<file path="src/rtl/lfsr_hs_controller.sv">
// Clocked sequencer for an asynchronous dual-rail LFSR using a four-phase
// req/ack handshake, with return-to-zero checking and codeword capture.
//
// Ports:
//   clk, rst_n    system clock, async active-low reset
//   start         one-cycle pulse, runs one handshake (IDLE only)
//   auto          chain handshakes back to back (sampled in SETTLE_LO)
//   err_clr       clears sticky error flags and leaves ERR
//   busy          high in every state except IDLE
//   data          last captured codeword {a1,b1,c1}
//   data_valid    one-cycle pulse when data updates
//   err_timeout   sticky, a phase was not reached in time
//   err_code      sticky, an illegal rail pair (x0=x1=1) was seen
//   req           registered request to the LFSR
//   ack           asynchronous acknowledge from the LFSR
//   a0..c1        asynchronous dual-rail LFSR outputs
module lfsr_hs_controller #(
    parameter int SYNC_STAGES = 2,
    parameter int SETTLE      = 2,
    parameter int TIMEOUT     = 255
) (
    input  logic       clk,
    input  logic       rst_n,
    input  logic       start,
    input  logic       auto,
    input  logic       err_clr,
    output logic       busy,
    output logic [2:0] data,
    output logic       data_valid,
    output logic       err_timeout,
    output logic       err_code,
    output logic       req,
    input  logic       ack,
    input  logic       a0,
    input  logic       a1,
    input  logic       b0,
    input  logic       b1,
    input  logic       c0,
    input  logic       c1
);

    localparam int CW = $clog2(TIMEOUT + 1);

    localparam logic [CW-1:0] CNT_TMO  = CW'(TIMEOUT);
    localparam logic [CW-1:0] CNT_LAST = CW'(SETTLE - 1);
    localparam logic [CW-1:0] CNT_MAX  = '1;

    localparam logic [2:0] S_IDLE      = 3'd0;
    localparam logic [2:0] S_REQ_HI    = 3'd1;
    localparam logic [2:0] S_SETTLE_HI = 3'd2;
    localparam logic [2:0] S_REQ_LO    = 3'd3;
    localparam logic [2:0] S_SETTLE_LO = 3'd4;
    localparam logic [2:0] S_ERR       = 3'd5;

    // Synchroniser chain; bit 6 is ack, bits 5..0 are a0,a1,b0,b1,c0,c1.
    logic [SYNC_STAGES-1:0][6:0] sync_q;
    logic [SYNC_STAGES-1:0][6:0] sync_d;

    logic [2:0]    state_q;
    logic [2:0]    state_d;
    logic [CW-1:0] cnt_q;
    logic [CW-1:0] cnt_d;
    logic          req_q;
    logic          req_d;
    logic [2:0]    data_q;
    logic [2:0]    data_d;
    logic          dv_q;
    logic          dv_d;
    logic          err_to_q;
    logic          err_to_d;
    logic          err_code_q;
    logic          err_code_d;

    logic       ack_s;
    logic [5:0] rails_s;
    logic       rails_valid;
    logic       rails_null;
    logic       rails_illegal;
    logic       rtz;
    logic       settle_done;
    logic       capture;
    logic       set_to;
    logic       set_code;
    logic       clr_err;

    always_comb begin
        sync_d[0] = {ack, a0, a1, b0, b1, c0, c1};
        for (int i = 1; i < SYNC_STAGES; i++) begin
            sync_d[i] = sync_q[i-1];
        end
    end

    assign ack_s   = sync_q[SYNC_STAGES-1][6];
    assign rails_s = sync_q[SYNC_STAGES-1][5:0];

    assign rails_valid = (rails_s[5] ^ rails_s[4])
                       & (rails_s[3] ^ rails_s[2])
                       & (rails_s[1] ^ rails_s[0]);

    assign rails_null = ~|rails_s;

    assign rails_illegal = (rails_s[5] & rails_s[4])
                         | (rails_s[3] & rails_s[2])
                         | (rails_s[1] & rails_s[0]);

    // Return-to-zero: the only condition under which req may rise.
    assign rtz = ~ack_s & rails_null;

    assign settle_done = (cnt_q == CNT_LAST);

    always_comb begin
        state_d  = state_q;
        capture  = 1'b0;
        set_to   = 1'b0;
        set_code = 1'b0;
        clr_err  = 1'b0;
        unique case (state_q)
            S_IDLE: begin
                // A start seen while the previous phase is still
                // visible is dropped silently.
                if (start && rtz) begin
                    state_d = S_REQ_HI;
                end
            end
            S_REQ_HI: begin
                if (rails_illegal) begin
                    state_d  = S_ERR;
                    set_code = 1'b1;
                end else if (ack_s && rails_valid) begin
                    state_d = S_SETTLE_HI;
                end else if (cnt_q == CNT_TMO) begin
                    state_d = S_ERR;
                    set_to  = 1'b1;
                end
            end
            S_SETTLE_HI: begin
                if (settle_done) begin
                    if (ack_s && rails_valid) begin
                        state_d = S_REQ_LO;
                        capture = 1'b1;
                    end else if (rails_illegal) begin
                        state_d  = S_ERR;
                        set_code = 1'b1;
                    end else begin
                        // Glitched phase: wait for it again.
                        state_d = S_REQ_HI;
                    end
                end
            end
            S_REQ_LO: begin
                if (rtz) begin
                    state_d = S_SETTLE_LO;
                end else if (cnt_q == CNT_TMO) begin
                    state_d = S_ERR;
                    set_to  = 1'b1;
                end
            end
            S_SETTLE_LO: begin
                if (settle_done) begin
                    // Re-check RTZ so a late bounce never lets req rise.
                    if (!rtz) begin
                        state_d = S_REQ_LO;
                    end else if (auto) begin
                        state_d = S_REQ_HI;
                    end else begin
                        state_d = S_IDLE;
                    end
                end
            end
            S_ERR: begin
                // Leave via REQ_LO so the LFSR must return to zero first.
                if (err_clr) begin
                    state_d = S_REQ_LO;
                    clr_err = 1'b1;
                end
            end
            default: begin
                state_d = S_IDLE;
            end
        endcase
    end

    // Cleared on every state change, saturating otherwise.
    always_comb begin
        if (state_d != state_q) begin
            cnt_d = '0;
        end else if (cnt_q != CNT_MAX) begin
            cnt_d = cnt_q + 1'b1;
        end else begin
            cnt_d = cnt_q;
        end
    end

    // Setting an error has priority over clearing it.
    always_comb begin
        err_to_d   = err_to_q;
        err_code_d = err_code_q;
        if (clr_err) begin
            err_to_d   = 1'b0;
            err_code_d = 1'b0;
        end
        if (set_to) begin
            err_to_d = 1'b1;
        end
        if (set_code) begin
            err_code_d = 1'b1;
        end
    end

    always_comb begin
        req_d  = (state_d == S_REQ_HI) || (state_d == S_SETTLE_HI);
        dv_d   = capture;
        data_d = capture ? {rails_s[4], rails_s[2], rails_s[0]} : data_q;
    end

    always_ff @(posedge clk or negedge rst_n) begin
        if (!rst_n) begin
            sync_q     <= '0;
            state_q    <= S_IDLE;
            cnt_q      <= '0;
            req_q      <= 1'b0;
            data_q     <= 3'b000;
            dv_q       <= 1'b0;
            err_to_q   <= 1'b0;
            err_code_q <= 1'b0;
        end else begin
            sync_q     <= sync_d;
            state_q    <= state_d;
            cnt_q      <= cnt_d;
            req_q      <= req_d;
            data_q     <= data_d;
            dv_q       <= dv_d;
            err_to_q   <= err_to_d;
            err_code_q <= err_code_d;
        end
    end

    assign busy        = (state_q != S_IDLE);
    assign req         = req_q;
    assign data        = data_q;
    assign data_valid  = dv_q;
    assign err_timeout = err_to_q;
    assign err_code    = err_code_q;

endmodule

</file>
<file path="config.mk">
export PLATFORM = sky130hd
export DESIGN_NAME = lfsr_hs_controller
export DESIGN_NICKNAME = d
export VERILOG_FILES = /design/src/rtl/lfsr_hs_controller.sv
export SDC_FILE = /design/constraint.sdc
export NUM_CORES = 1
export LEC_CHECK = 0
export BUFFER_PORTS_ARGS = -buffer_cell sky130_fd_sc_hd__buf_2
export CORE_MARGIN = 2
export CORE_UTILIZATION = 40
export CTS_CLUSTER_DIAMETER = 60
export DETAILED_ROUTE_END_ITERATION = 16
export SLEW_MARGIN = 10
export SYNTH_ARGS = -nofsm -noshare
export SYNTH_HDL_FRONTEND = slang
export SYNTH_SLANG_ARGS = --single-unit
</file>
<file path="constraint.sdc">
create_clock -name clk -period 2.6 [get_ports clk]
set_clock_uncertainty 0.1 [all_clocks]
set_input_delay 0.52 -clock clk [delete_from_list [all_inputs] [get_ports clk]]
set_output_delay 0.52 -clock clk [all_outputs]
set_load 0.1 [all_outputs]
</file>
==> out/results.ini <==
[status]
outcome = complete, no violations

[clock_network]
clk_latency_ns = 0.29
cts_buffers = 5
cts_tree = done
ctsResizeCount = 0
cts_hold_buffers = 0
clk_path_buf_depth = 2
cts_sinks = 32
cts_setup_buffers = 0
h-tree-depth = 2
root_buffer = clkbuf_8
clkTransAtPathRegs_ns = 0.07

[global_route]
grt_pass1_vias = 1263
track_usage = 0.180
antenna_found_initial = 0
overflow = 0
grt_start_max_net_pins = 33
grt_pass1_wl_um = 6020

[placement]
dp_cells = 211
place.gp.congestion = 0.929
place_area_um2 = 1760
numPortBuffers = 19
post-dp-hpwl_um = 2560

[drt]
viasPerCell = 5.62
wire_per_inst_um = 15.5
drc_errors = 0
num_vias = 1231
drt-total-wl_um = 3400
drt_iter0_markers = 107
postRouteAntennaNets = 0
drtPass1Iterations = 4

[synth]
synth_area_leaders = dfrtp_1 (49%), ha_1 (6.1%), nor4_1 (2.3%)
synth-edff-count = 0
yosysTopAreaCellShare = 0.492
async_flop_share = 1.00
synth_cells = 147
netlist_area_um2 = 1630
ys_types = 50
synth_area_per_cell_um2 = 11.1
synth_fp_nets = 167
synth-seq-area-share = 0.492
ys_ff_latch = 32
synth_ff_type = dfrtp_1
yosys_warnings = 0
synth_top_cell_by_area = dfrtp_1

[final_layout]
fill_cells = 381
drive_gt1_frac = 0.254
multi_input_area_um2 = 769
final_cells = 219
final_core_util = 0.473
finish.instance_area_um2 = 1880
final_cell_mix = dfrtp_1 (32), buf_2 (19), inv_1 (9), nand2_1 (9), ha_1 (8)
num_antenna_cells = 0
syn2layout_area_growth_pct = 15.3
final_nets = 188
regArea_um2 = 801
final_common_cell = dfrtp_1

[floorplanning]
dieHeight_um = 67.8
die_x_um = 67.8
rows = 23
boundaryPins = 20
die_area_um2 = 4600
core_um2 = 3970
start_util = 0.410

[power_and_ir_drop]
ir_drop_v = 0.000314
p_leak_uw = 0.000881
power_density_nw_per_um2 = 1030

[sta]
slew_headroom = 0.541
rsz0062_at_grt = no
post-route-min-period_ns = 2.20
worst_slew_pin_slew_ns = 0.688
finalHoldViolations = 0
tns_ns = 0
max_freq_ghz = 0.455
finalSetupViolCount = 0
fin_crit_sh = 0.846
maxSlewViolCount = 0

[job]
maxCapViolations = 0

[worst_setup_path]
required_ns = 2.68
cp_max_fo = 7
worst_ep_arrival_time_ns = 2.27
end_kind = flip-flop
cp-start-kind = flip-flop
worstSetupPathType = reg -> reg

[worst_hold_path]
min_path_type = in -> async

[worst max-delay path, stage by stage (launching register included)]
cell and delay, ns:
dfrtp_1 0.37, inv_1 0.05, ha_1 0.30, and4_1 0.26, a22o_1 0.22, a2bb2oi_1 0.23
nand2_1 0.23, nor4_1 0.32
[sequential cells by signal, summed over array words and instances (netlist names)]
name         cells
ack_s            1
cnt_q            8
data             3
data_valid       1
err_code         1
err_timeout      1
rails_s          6
req              1
state_q          3
sync_d           7
[report_power, final]
part           internal, µW  switching [µW]
registers               573             110
logic                   238             527
clock network           288             198
[area by class of cell]
cell class              count  area share
multi-input cells         101       0.410
well taps                  50      0.0333
flip-flops and latches     32       0.427
clock inverters             3      0.0247
clock buffers               5      0.0367
inverters                   9      0.0180
repair buffers             19      0.0507
[final timing paths]
path	start	to	slack (ns)	cells after the start
worst min register to register	sync_d[9]$_DFF_PN0_	rails_s[2]$_DFF_PN0_	0.25	0
worst min-delay path	rst_n	err_timeout$_DFFE_PN0P_	0.17	1
worst max register to register	rails_s[2]$_DFF_PN0_	cnt_q[4]$_DFFE_PN0P_	0.40	7
worst max-delay path	rails_s[2]$_DFF_PN0_	cnt_q[4]$_DFFE_PN0P_	0.40	7
min in group clk	c1	sync_d[7]$_DFF_PN0_	0.23	1
max in group asynchronous	rst_n	ack_s$_DFF_PN0_	1.79	1
[cell usage after synthesis, types with 2 or more instances]
cell / count
o211ai_1: 4
ha_1: 8
dfrtp_1: 32
nor4_1: 6
and3_1: 2
nor2_1: 4
nand4_1: 4
a31oi_1: 4
mux2i_1: 2
mux2_2: 3
nand2_1: 9
a21oi_1: 4
nand2b_1: 3
inv_1: 9
or2_2: 2
a22o_1: 2
nor3_1: 3
nand3_1: 4
o21ai_0: 7
or3_1: 2
buf_2: 3
and4_1: 2
[metrics by stage]
stage	hold WS, ns	total power (µW)	setup slack, ns
final	0.168	1930	0.402
after global routing	0.218	2060	0.188
after detailed placement	0.235	1460	0.427
after global placement	0.232	1450	0.502
after floorplan	0.124	1300	0.408
after CTS	0.201	1940	0.392
[layer usage]
| metal | wire length, µm | vias up | GRT usage |
|---|---|---|---|
| li1 | - | 589 | - |
| met1 | 1410 | 595 | 0.203 |
| met2 | 1700 | 37 | 0.297 |
| met3 | 200 | 10 | 0.0633 |
| met4 | 93 | 0 | 0.0950 |
| met5 | 0 | - | 0 |
[cells by family after synthesis]
family                     count (synthesis)  synth area share
and+or+nand+nor                           56             0.236
xor gates and xnor gates                   1           0.00538
adders and majority gates                  8            0.0615
AOI/OAI and AO/OA                         31             0.137
muxes                                      5            0.0331
buffers and inverters                     14            0.0353
DFF                                       32             0.492
Power figures use the tool's default switching activity.
